[src/rtl/mano_pkg.sv]
// Shared constants and types for the Mano-style accumulator core:
// opcodes, register-op selects, T-state numbering and the run-state enum.
package mano_pkg;

  localparam logic [2:0] OP_LDA = 3'd0;
  localparam logic [2:0] OP_ADD = 3'd1;
  localparam logic [2:0] OP_AND = 3'd2;
  localparam logic [2:0] OP_STA = 3'd3;
  localparam logic [2:0] OP_JMP = 3'd4;
  localparam logic [2:0] OP_BZ  = 3'd5;
  localparam logic [2:0] OP_REG = 3'd6;
  localparam logic [2:0] OP_HLT = 3'd7;

  localparam logic [1:0] RO_CLA = 2'd0;
  localparam logic [1:0] RO_CMA = 2'd1;
  localparam logic [1:0] RO_INC = 2'd2;
  localparam logic [1:0] RO_OUT = 2'd3;

  localparam logic [2:0] T0 = 3'd0;
  localparam logic [2:0] T1 = 3'd1;
  localparam logic [2:0] T2 = 3'd2;
  localparam logic [2:0] T3 = 3'd3;
  localparam logic [2:0] T4 = 3'd4;

  typedef enum logic {
    S_HALT = 1'b0,
    S_RUN  = 1'b1
  } run_state_e;

  // LDA, ADD and AND fetch a memory operand and therefore need T4.
  function automatic logic is_mem_op(input logic [2:0] op);
    return (op == OP_LDA) || (op == OP_ADD) || (op == OP_AND);
  endfunction

endpackage

[src/rtl/mano_if.sv]
// Control, load and observation bundle of the Mano core; the core is the
// slave, whoever drives run/step/load is the master.
interface mano_if #(
  parameter int DATA_W = 8,
  parameter int ADDR_W = 5
);
  logic              run;
  logic              step;
  logic              ld_we;
  logic [ADDR_W-1:0] ld_addr;
  logic [DATA_W-1:0] ld_data;
  logic [DATA_W-1:0] acc;
  logic              e_flag;
  logic [ADDR_W-1:0] pc;
  logic [2:0]        t_state;
  logic              halted;
  logic [DATA_W-1:0] out_data;
  logic              out_valid;

  modport master (
    output run, step, ld_we, ld_addr, ld_data,
    input  acc, e_flag, pc, t_state, halted, out_data, out_valid
  );

  modport slave (
    input  run, step, ld_we, ld_addr, ld_data,
    output acc, e_flag, pc, t_state, halted, out_data, out_valid
  );
endinterface

[src/rtl/mano_ram.sv]
// Single-port word-addressed RAM with a registered read; contents are never
// reset so a loaded program survives a core reset.
module mano_ram #(
  parameter int DATA_W = 8,
  parameter int ADDR_W = 5
) (
  input  logic              clk,
  input  logic              we,
  input  logic [ADDR_W-1:0] addr,
  input  logic [DATA_W-1:0] wdata,
  output logic [DATA_W-1:0] rdata
);

  logic [DATA_W-1:0] mem_r [0:(1<<ADDR_W)-1];
  logic [DATA_W-1:0] rdata_r;

  // Write-then-register-read; a read issued in a write cycle returns old data.
  always_ff @(posedge clk) begin
    if (we) begin
      mem_r[addr] <= wdata;
    end
    rdata_r <= mem_r[addr];
  end

  assign rdata = rdata_r;

endmodule

[src/rtl/mano_cpu_core.sv]
// Accumulator CPU core: HALT/RUN control with free-run and single-step modes,
// T0..T4 instruction sequencing and an internal RAM loaded while halted.
module mano_cpu_core
  import mano_pkg::*;
#(
  parameter int DATA_W = 8,
  parameter int ADDR_W = 5
) (
  input  logic  clk,
  input  logic  rst,
  mano_if.slave bus
);

  run_state_e        state_r;
  logic              step_mode_r;
  logic              halted_r;
  logic [2:0]        t_r;
  logic [ADDR_W-1:0] pc_r;
  logic [ADDR_W-1:0] mar_r;
  logic [DATA_W-1:0] mbr_r;
  logic [DATA_W-1:0] ir_r;
  logic [DATA_W-1:0] acc_r;
  logic              e_r;
  logic [DATA_W-1:0] out_data_r;
  logic              out_valid_r;

  logic [2:0]        op_s;
  logic [1:0]        ro_s;
  logic [ADDR_W-1:0] ir_addr_s;
  logic              end_s;
  logic              halt_now_s;
  logic              ram_we_s;
  logic [ADDR_W-1:0] ram_addr_s;
  logic [DATA_W-1:0] ram_wdata_s;
  logic [DATA_W-1:0] ram_rdata_s;

  assign op_s      = ir_r[DATA_W-1 -: 3];
  assign ro_s      = ir_r[1:0];
  assign ir_addr_s = ir_r[ADDR_W-1:0];

  mano_ram #(
    .DATA_W(DATA_W),
    .ADDR_W(ADDR_W)
  ) u_ram (
    .clk  (clk),
    .we   (ram_we_s),
    .addr (ram_addr_s),
    .wdata(ram_wdata_s),
    .rdata(ram_rdata_s)
  );

  // RAM port mux: the address is presented one edge early so read data
  // lines up with the T-state that consumes it; reset blocks every write.
  always_comb begin
    ram_we_s    = 1'b0;
    ram_addr_s  = mar_r;
    ram_wdata_s = acc_r;
    if (rst) begin
      ram_we_s = 1'b0;
    end else if (state_r == S_HALT) begin
      if (bus.ld_we) begin
        ram_we_s    = 1'b1;
        ram_addr_s  = bus.ld_addr;
        ram_wdata_s = bus.ld_data;
      end else begin
        ram_addr_s = pc_r;
      end
    end else begin
      case (t_r)
        T0:      ram_addr_s = pc_r;
        T2:      ram_addr_s = mbr_r[ADDR_W-1:0];
        T3: begin
          if (op_s == OP_STA) begin
            ram_we_s = 1'b1;
          end else begin
            ram_we_s = 1'b0;
          end
        end
        default: ram_addr_s = mar_r;
      endcase
    end
  end

  // End-of-instruction and halt decode for the current T-state.
  always_comb begin
    end_s      = 1'b0;
    halt_now_s = 1'b0;
    if (state_r == S_RUN) begin
      case (t_r)
        T0, T1, T2: end_s = 1'b0;
        T3: begin
          if (op_s == OP_HLT) begin
            halt_now_s = 1'b1;
          end else if (is_mem_op(op_s)) begin
            end_s = 1'b0;
          end else begin
            end_s = 1'b1;
          end
        end
        T4:      end_s      = 1'b1;
        default: halt_now_s = 1'b1;
      endcase
    end else begin
      end_s      = 1'b0;
      halt_now_s = 1'b0;
    end
  end

  // Run-state machine and architectural registers, one T-state per clock.
  always_ff @(posedge clk) begin
    if (rst) begin
      state_r     <= S_HALT;
      step_mode_r <= 1'b0;
      halted_r    <= 1'b1;
      t_r         <= T0;
      pc_r        <= {ADDR_W{1'b0}};
      mar_r       <= {ADDR_W{1'b0}};
      mbr_r       <= {DATA_W{1'b0}};
      ir_r        <= {DATA_W{1'b0}};
      acc_r       <= {DATA_W{1'b0}};
      e_r         <= 1'b0;
      out_data_r  <= {DATA_W{1'b0}};
      out_valid_r <= 1'b0;
    end else begin
      out_valid_r <= 1'b0;
      case (state_r)
        S_HALT: begin
          t_r <= T0;
          if (bus.ld_we) begin
            halted_r <= 1'b1;
          end else if (bus.step) begin
            state_r     <= S_RUN;
            step_mode_r <= 1'b1;
            halted_r    <= 1'b0;
          end else if (bus.run) begin
            state_r     <= S_RUN;
            step_mode_r <= 1'b0;
            halted_r    <= 1'b0;
          end else begin
            halted_r <= 1'b1;
          end
        end
        S_RUN: begin
          case (t_r)
            T0: mar_r <= pc_r;
            T1: begin
              mbr_r <= ram_rdata_s;
              pc_r  <= pc_r + ADDR_W'(1'b1);
            end
            T2: begin
              ir_r  <= mbr_r;
              mar_r <= mbr_r[ADDR_W-1:0];
            end
            T3: begin
              case (op_s)
                OP_LDA, OP_ADD, OP_AND: mbr_r <= ram_rdata_s;
                OP_JMP: pc_r <= ir_addr_s;
                OP_BZ: begin
                  if (acc_r == {DATA_W{1'b0}}) begin
                    pc_r <= ir_addr_s;
                  end
                end
                OP_REG: begin
                  case (ro_s)
                    RO_CLA:  acc_r <= {DATA_W{1'b0}};
                    RO_CMA:  acc_r <= ~acc_r;
                    RO_INC:  {e_r, acc_r} <= {1'b0, acc_r} + (DATA_W+1)'(1'b1);
                    RO_OUT: begin
                      out_data_r  <= acc_r;
                      out_valid_r <= 1'b1;
                    end
                    default: acc_r <= acc_r;
                  endcase
                end
                default: acc_r <= acc_r;
              endcase
            end
            T4: begin
              case (op_s)
                OP_LDA:  acc_r <= mbr_r;
                OP_ADD:  {e_r, acc_r} <= {1'b0, acc_r} + {1'b0, mbr_r};
                OP_AND:  acc_r <= acc_r & mbr_r;
                default: acc_r <= acc_r;
              endcase
            end
            default: acc_r <= acc_r;
          endcase

          if (halt_now_s || (end_s && step_mode_r)) begin
            state_r     <= S_HALT;
            step_mode_r <= 1'b0;
            halted_r    <= 1'b1;
            t_r         <= T0;
          end else if (end_s) begin
            t_r <= T0;
          end else begin
            t_r <= t_r + 3'd1;
          end
        end
        default: begin
          state_r  <= S_HALT;
          halted_r <= 1'b1;
          t_r      <= T0;
        end
      endcase
    end
  end

  assign bus.acc       = acc_r;
  assign bus.e_flag    = e_r;
  assign bus.pc        = pc_r;
  assign bus.t_state   = t_r;
  assign bus.halted    = halted_r;
  assign bus.out_data  = out_data_r;
  assign bus.out_valid = out_valid_r;

endmodule

[src/flat_wrapper.sv]
// flat-port wrapper written by rule: the top's interface ports become plain ports
module mano_cpu_core_flat import mano_pkg::*;
#(
  parameter int DATA_W = 8,
  parameter int ADDR_W = 5
)
  (clk, rst, bus_run, bus_step, bus_ld_we, bus_ld_addr, bus_ld_data, bus_acc, bus_e_flag, bus_pc, bus_t_state, bus_halted, bus_out_data, bus_out_valid);
  mano_if #(.DATA_W(DATA_W), .ADDR_W(ADDR_W)) bus_i ();
  input  logic clk;
  input  logic rst;
  input wire logic [$bits(bus_i.run)-1:0] bus_run;
  input wire logic [$bits(bus_i.step)-1:0] bus_step;
  input wire logic [$bits(bus_i.ld_we)-1:0] bus_ld_we;
  input wire logic [$bits(bus_i.ld_addr)-1:0] bus_ld_addr;
  input wire logic [$bits(bus_i.ld_data)-1:0] bus_ld_data;
  output wire logic [$bits(bus_i.acc)-1:0] bus_acc;
  output wire logic [$bits(bus_i.e_flag)-1:0] bus_e_flag;
  output wire logic [$bits(bus_i.pc)-1:0] bus_pc;
  output wire logic [$bits(bus_i.t_state)-1:0] bus_t_state;
  output wire logic [$bits(bus_i.halted)-1:0] bus_halted;
  output wire logic [$bits(bus_i.out_data)-1:0] bus_out_data;
  output wire logic [$bits(bus_i.out_valid)-1:0] bus_out_valid;
  assign bus_i.run = bus_run;
  assign bus_i.step = bus_step;
  assign bus_i.ld_we = bus_ld_we;
  assign bus_i.ld_addr = bus_ld_addr;
  assign bus_i.ld_data = bus_ld_data;
  assign bus_acc = bus_i.acc;
  assign bus_e_flag = bus_i.e_flag;
  assign bus_pc = bus_i.pc;
  assign bus_t_state = bus_i.t_state;
  assign bus_halted = bus_i.halted;
  assign bus_out_data = bus_i.out_data;
  assign bus_out_valid = bus_i.out_valid;
  mano_cpu_core #(.DATA_W(DATA_W), .ADDR_W(ADDR_W)) u_core (.clk(clk), .rst(rst), .bus(bus_i));
endmodule
[config.mk]
export PLATFORM = sky130hd
export DESIGN_NAME = mano_cpu_core_flat
export DESIGN_NICKNAME = d
export VERILOG_FILES = /design/src/rtl/mano_pkg.sv /design/src/rtl/mano_if.sv /design/src/rtl/mano_ram.sv /design/src/rtl/mano_cpu_core.sv /design/src/flat_wrapper.sv
export SDC_FILE = /design/constraint.sdc
export NUM_CORES = 1
export LEC_CHECK = 0
export ABC_AREA = 0
export CAP_MARGIN = 40
export CORE_UTILIZATION = 56
export CTS_BUF_LIST = sky130_fd_sc_hd__clkbuf_8
export DETAILED_ROUTE_END_ITERATION = 12
export HOLD_SLACK_MARGIN = 0.06
export PLACE_DENSITY_LB_ADDON = 0.25
export SLEW_MARGIN = 20
export SYNTH_ARGS = -nofsm -noshare
export SYNTH_HDL_FRONTEND = slang
export SYNTH_SLANG_ARGS = --single-unit
export TNS_END_PERCENT = 100
[constraint.sdc]
create_clock -name clk -period 7.3 [get_ports clk]
set_input_delay 0.73 -clock clk [delete_from_list [all_inputs] [get_ports clk]]
set_output_delay 0.73 -clock clk [all_outputs]
set_load 0.05 [all_outputs]
==> metrics.cfg, run 1 <==
[timing]
setup_violations = 0
worstMarginPinSlew_ns = 0.872
fin_tns_setup_ns = 0
hold_viol = 0
grt_setup_unrepaired = false
slew_viol_final = 0
max-slew-margin-rel = 0.414
skew_ns = 0.0195
fmax_mhz = 240
layout_min_cycle_time_ns = 4.17
fin_crit_sh = 0.571

[drt]
drt-initial-drc-count = 783
drcViolationCount = 0
dr.pass1.iters = 5
avgRoutedWirePerCell_um = 22.3
num_vias = 8520
totalWireLength_um = 31400
postRouteAntennaNets = 0
viasPerCell = 6.06

[logic_synthesis]
synth.distinct_cells = 64
synth_seq_cells = 314
ys_warn_count = 0
synth_top_cell_by_area = edfxtp_1
yosysMostFrequentCell = edfxtp_1
syn_inst = 978
synth-main-ff-cell = edfxtp_1
synth_nets = 1017
yosys-top-cells-count = 256 x edfxtp_1, 145 x mux2i_1, 90 x nor2_1
synth.top_cell.area_share = 0.565
synth_area_per_cell_sq_um = 13.9
synth_edf_count = 256
syn_area_sq_um = 13600
yosys-top-cells-area = edfxtp_1 57%, mux2i_1 11%, dfxtp_1 8.5%
synthArstFlopShare = 0
synth.yosys.seq_area_share = 0.651

[run]
drv_cap = 0

[floorplan]
dieArea_sq_um = 24900
rows = 56
die-height_um = 158
die_w_um = 158
core_area_sq_um = 23600
initial_utilization = 0.576
io_pins = 45

[critical_path]
reg2reg_slack_ns = 3.13
critPathRequiredTime_ns = 7.72
rr_endpoint = u_core.u_ram.rdata[3]
critical_path_class = flip-flop to flip-flop
r2r_start = u_core.bus.t_state[0]
worst_setup_path_start_kind = flip-flop
r2r_cells = 10
crit_path_start = u_core.bus.t_state[0]
path_max_fanout = 69
cp.arrival_ns = 4.59
cp-end-kind = flip-flop
crit_end = u_core.u_ram.rdata[3]

[final_layout]
fin_nets = 1086
fin_cells = 1407
multi_input_area_sq_um = 4360
fill_cells = 1750
ff_latch_area_sq_um = 8850
drive_above_1_share = 0.114
n_antenna_cell = 0
syn2layout_area_growth_pct = 12.1
final_cell_area_sq_um = 15300

[global_route]
grt_start_max_net_pins = 70
antenna_found_initial = 0
grt-ovfl-total = 0
grt_pass1_wl_um = 47100
grt_pass1_vias = 7912
track_usage = 0.257

[clock_tree]
ctsResizeCount = 0
cts_sinks = 314
postCtsSetupRepairBufs = 0
worst_skew_pair.late_latency_ns = 0.56
cts_hold_buffers = 0
cts_made_buffers = 49
cts_root_buf = clkbuf_8
cts_buffer_depth = 3
clk_pin_slew_ns = 0.06
cts_tree = done
h-tree-depth = 2

[power_and_ir_drop]
p_leak_nw = 5.79
ir_drop_v = 0.000149
power.density_nw_per_um2 = 235

[placement]
placed_cells = 1303
port_buffers = 44
gp_congestion = 0.858
dp_hpwl_um = 20400
placed_area_sq_um = 14200

[worst_hold_path]
hp-class = flip-flop to flip-flop

[status]
status = completed

==> placed cells by master (no fill, tap or decap), types with 10 or more instances in the layout <==
cell type        Yosys  layout
clkbuf_8             0      57
o32ai_1             14      14
nor4_1              16      16
edfxtp_1           256     256
inv_1               13      35
a22oi_1             10      10
ha_1                20      20
a22o_1              11      11
mux2i_1            145     145
buf_4                8      21
nor3_1              14      14
nand2_1             50      50
a21oi_1             38      38
o21ai_0             14      12
o22ai_1             48      48
nand3_1             23      23
dfxtp_1             58      58
clkdlybuf4s50_1      0      43
nor2_1              90      90
==> registers in the layout (all words and copies together), names as in the netlist <==
| name | count |
|---|---|
| u_core.bus.acc | 8 |
| u_core.mbr_r | 8 |
| u_core.bus.e_flag | 1 |
| u_core.bus.out_valid | 1 |
| u_core.u_ram.mem_r | 256 |
| u_core.mar_r | 5 |
| u_core.step_mode_r | 1 |
| u_core.state_r | 1 |
| u_core.bus.t_state | 3 |
| u_core.u_ram.rdata | 8 |
| u_core.bus.out_data | 8 |
| u_core.bus.pc | 5 |
| u_core.ir_r | 8 |
| u_core.bus.halted | 1 |
==> stage by stage <==
step                      total power [mW]  hold slack (ns)   util  worst slack [ns]
after global placement                2.24            0.434  0.600              2.82
after global routing                  3.70            0.480  0.646              3.04
final                                 3.58            0.447  0.646              3.13
after detailed placement              2.24            0.439  0.602              2.86
after floorplan                       2.18            0.440      -              4.08
after CTS                             3.60            0.448  0.642              3.21
==> worst max-delay path: stages, from the launching register on <==
cell and delay (ns):
dfxtp_1 0.43, inv_1 0.10, ha_1 0.37, a22o_1 0.30
a221oi_2 0.29, o31a_2 0.63, buf_12 0.46, mux2i_1 0.34
o32ai_1 0.15, nor4_1 0.76, nand2_1 0.11
==> cell families after synthesis <==
logic type,after synthesis,share of synthesized area
AO/OA/AOI/OAI,183,0.0942
multiplexers,155,0.115
AND/OR/NAND/NOR,235,0.0867
buffers and inverters,64,0.0297
XOR/XNOR,6,0.00386
flip-flops,314,0.651
adder cells (fa/ha/maj),21,0.0199
==> worst min path at each step <==
stage	from	depth (start not counted)	slack [ns]	to
2_1_floorplan	u_core.u_ram.rdata[0]	2	0.44	u_core.mbr_r[0]
3_3_place_gp	u_core.bus.halted	2	0.43	u_core.bus.halted
3_5_place_dp	u_core.bus.halted	2	0.44	u_core.bus.halted
4_1_cts	u_core.bus.halted	2	0.45	u_core.bus.halted
5_1_grt	u_core.bus.halted	2	0.48	u_core.bus.halted
6_report	u_core.bus.halted	2	0.45	u_core.bus.halted
==> routing by layer <==
| layer | routed length [um] | vias to the layer above | GRT usage |
|---|---|---|---|
| met5 | 0 | - | 0 |
| met4 | 913 | 0 | 0.0906 |
| met3 | 2240 | 61 | 0.0474 |
| met2 | 14500 | 357 | 0.400 |
| met1 | 13700 | 4155 | 0.363 |
| li1 | - | 3947 | - |
==> power breakdown <==
group | leakage, nW | switching [mW] | total [mW] | internal (mW)
Combinational | 2.39 | 0.156 | 0.247 | 0.0914
Sequential | 2.83 | 0.0115 | 1.96 | 1.95
Clock | 0.569 | 0.661 | 1.38 | 0.715
==> cell type report <==
class,count,share of cell area
Timing Repair Buffer,69,0.0435
Inverter,13,0.00320
Tap cell,319,0.0262
Clock buffer,57,0.0514
Multi-Input combinational cell,600,0.286
Clock inverter,35,0.00993
Sequential cell,314,0.580
Power figures use the tool's default switching activity.
==> inputs of run 2 (changes only) <==
==> constraint.sdc (replaced) <==
create_clock -name clk -period 3.4 [get_ports clk]
set_input_delay 0.34 -clock clk [delete_from_list [all_inputs] [get_ports clk]]
set_output_delay 0.34 -clock clk [all_outputs]
set_load 0.05 [all_outputs]
==> metrics.cfg, run 2 (same netlist as run 1, synthesis figures left out) <==
[timing]
hold_viol = 0
max-slew-margin-rel = 0.516
fin_crit_sh = 0.928
hold_ws_ns = 0.116
worstMarginPinSlew_ns = 0.726
slew_viol_final = 0
fin_tns_setup_ns = 0
grt_setup_unrepaired = false
layout_min_cycle_time_ns = 3.16
fmax_mhz = 317
setup_violations = 0
skew_ns = 0.0270

[power_and_ir_drop]
power.density_nw_per_um2 = 499
ir_drop_v = 0.000415
p_leak_nw = 6.11

[critical_path]
crit_slowest_cell = dfxtp_1
cp-end-kind = flip-flop
cp_num_buf_inv = 4
critical_path_class = flip-flop to flip-flop
critPathRequiredTime_ns = 3.86
path_cells = inv_1, ha_1, a22o_1, a221oi_2, o31a_2, buf_12, buf_12, mux2i_1, o32ai_1, nor4_1, buf_4, nand2_1
rr_endpoint = u_core.u_ram.rdata[3]
critPathTopFamily = compound AO/OA/AOI/OAI gates
path_max_fanout = 24
worst_setup_path_start_kind = flip-flop
cpPeakStageDelay_ns = 0.44
r2r_cells = 12
cp.arrival_ns = 3.61
path_common_cell = buf_12
r2r_start = u_core.bus.t_state[0]
reg2reg_slack_ns = 0.24

[placement]
port_buffers = 44
dp_hpwl_um = 20400
gp_congestion = 0.917

[global_route]
antenna_found_initial = 0
grt-ovfl-total = 0
grt_start_max_net_pins = 40
grt_pass1_wl_um = 47300
grt_pass1_vias = 8436
track_usage = 0.256

[clock_tree]
cts_tree = done
cts_made_buffers = 50
cts_buffer_depth = 3
cts_root_buf = clkbuf_8
cts_sinks = 314
clk_pin_slew_ns = 0.06
postCtsSetupRepairBufs = 0
cts_hold_buffers = 0
h-tree-depth = 2
worst_skew_pair.late_latency_ns = 0.58

[final_layout]
layout_commonest_cell = edfxtp_1
regMostFlops = u_core.u_ram.mem_r
fin_nets = 1146
largest_reg_flops = 256
final_cell_mix = 256 x edfxtp_1, 145 x mux2i_1, 90 x nor2_1
n_antenna_cell = 0
drive_above_1_share = 0.161
syn2layout_area_growth_pct = 16.2

[drt]
num_vias = 8673
dr.pass1.iters = 5
avgRoutedWirePerCell_um = 21.1
totalWireLength_um = 30900
drcViolationCount = 0
viasPerCell = 5.92
postRouteAntennaNets = 0
drt-initial-drc-count = 760

[floorplan]
initial_utilization = 0.576
core_area_sq_um = 23600
die-height_um = 158
die_w_um = 158
io_pins = 45
rows = 56
dieArea_sq_um = 24900

[run]
drv_cap = 0

[worst_hold_path]
hp-class = primary input to flip-flop
holdPathStages = 2
worstHoldStart = rst
min_to = u_core.mar_r[3]

[status]
status = completed

run 2: metrics by stage:
stage               power, mW  setup slack (ns)   util  instances  cell area (sq um)
floorplan                4.67             0.178      -        978              13600
global placement         4.87             0.173  0.628       1374              14800
detailed placement       4.88             0.156  0.628       1374              14800
CTS                      7.94             0.160  0.669       1465              15800
global route             8.14          0.000671  0.669       1465              15800
finish                   7.88             0.244  0.669       1465              15800
run 2: power breakdown:
group	total (mW)	internal, mW	leakage [nW]	switching (mW)
clock	3.08	1.65	0.571	1.43
combinational	0.598	0.249	2.71	0.349
sequential	4.21	4.18	2.83	0.0250
total	7.88	6.08	6.11	1.81
run 2: what timing repair did:
action | 4_1_cts | 5_1_grt
setup endpoints to repair | 0 | 6
endpoints found under the hold margin | 0 | 0
gates resized for setup | 0 | 3
run 2: worst max path at each step:
| stage | startpoint | endpoint | slack [ns] | depth (start not counted) |
|---|---|---|---|---|
| finish | u_core.bus.t_state[0] | u_core.u_ram.rdata[3] | 0.24 | 12 |
| global route | u_core.bus.t_state[0] | u_core.u_ram.rdata[2] | 0.0007 | 11 |
| CTS | u_core.bus.t_state[0] | u_core.u_ram.rdata[2] | 0.16 | 11 |
| detailed placement | u_core.bus.t_state[0] | u_core.u_ram.rdata[2] | 0.16 | 11 |
| global placement | u_core.bus.t_state[0] | u_core.u_ram.rdata[2] | 0.17 | 11 |
| floorplan | u_core.bus.t_state[0] | u_core.u_ram.mem_r[28][0] | 0.18 | 11 |
run 2: area by class of cell:
type                       instances  area, sq um
clock buffer                      55          757
fill                            1672         7810
inverter                          13         48.8
tap                              319          399
multi-input combinational        600         4370
sequential                       314         8850
timing repair buffer             128         1170
clock inverter                    36          211
run 2: routing by layer:
metal	vias up	GRT usage	part of all wire
met5	-	0	0
met4	0	0.0911	0.027
met3	57	0.0416	0.064
met2	313	0.399	0.46
met1	4246	0.363	0.45
li1	4057	-	-
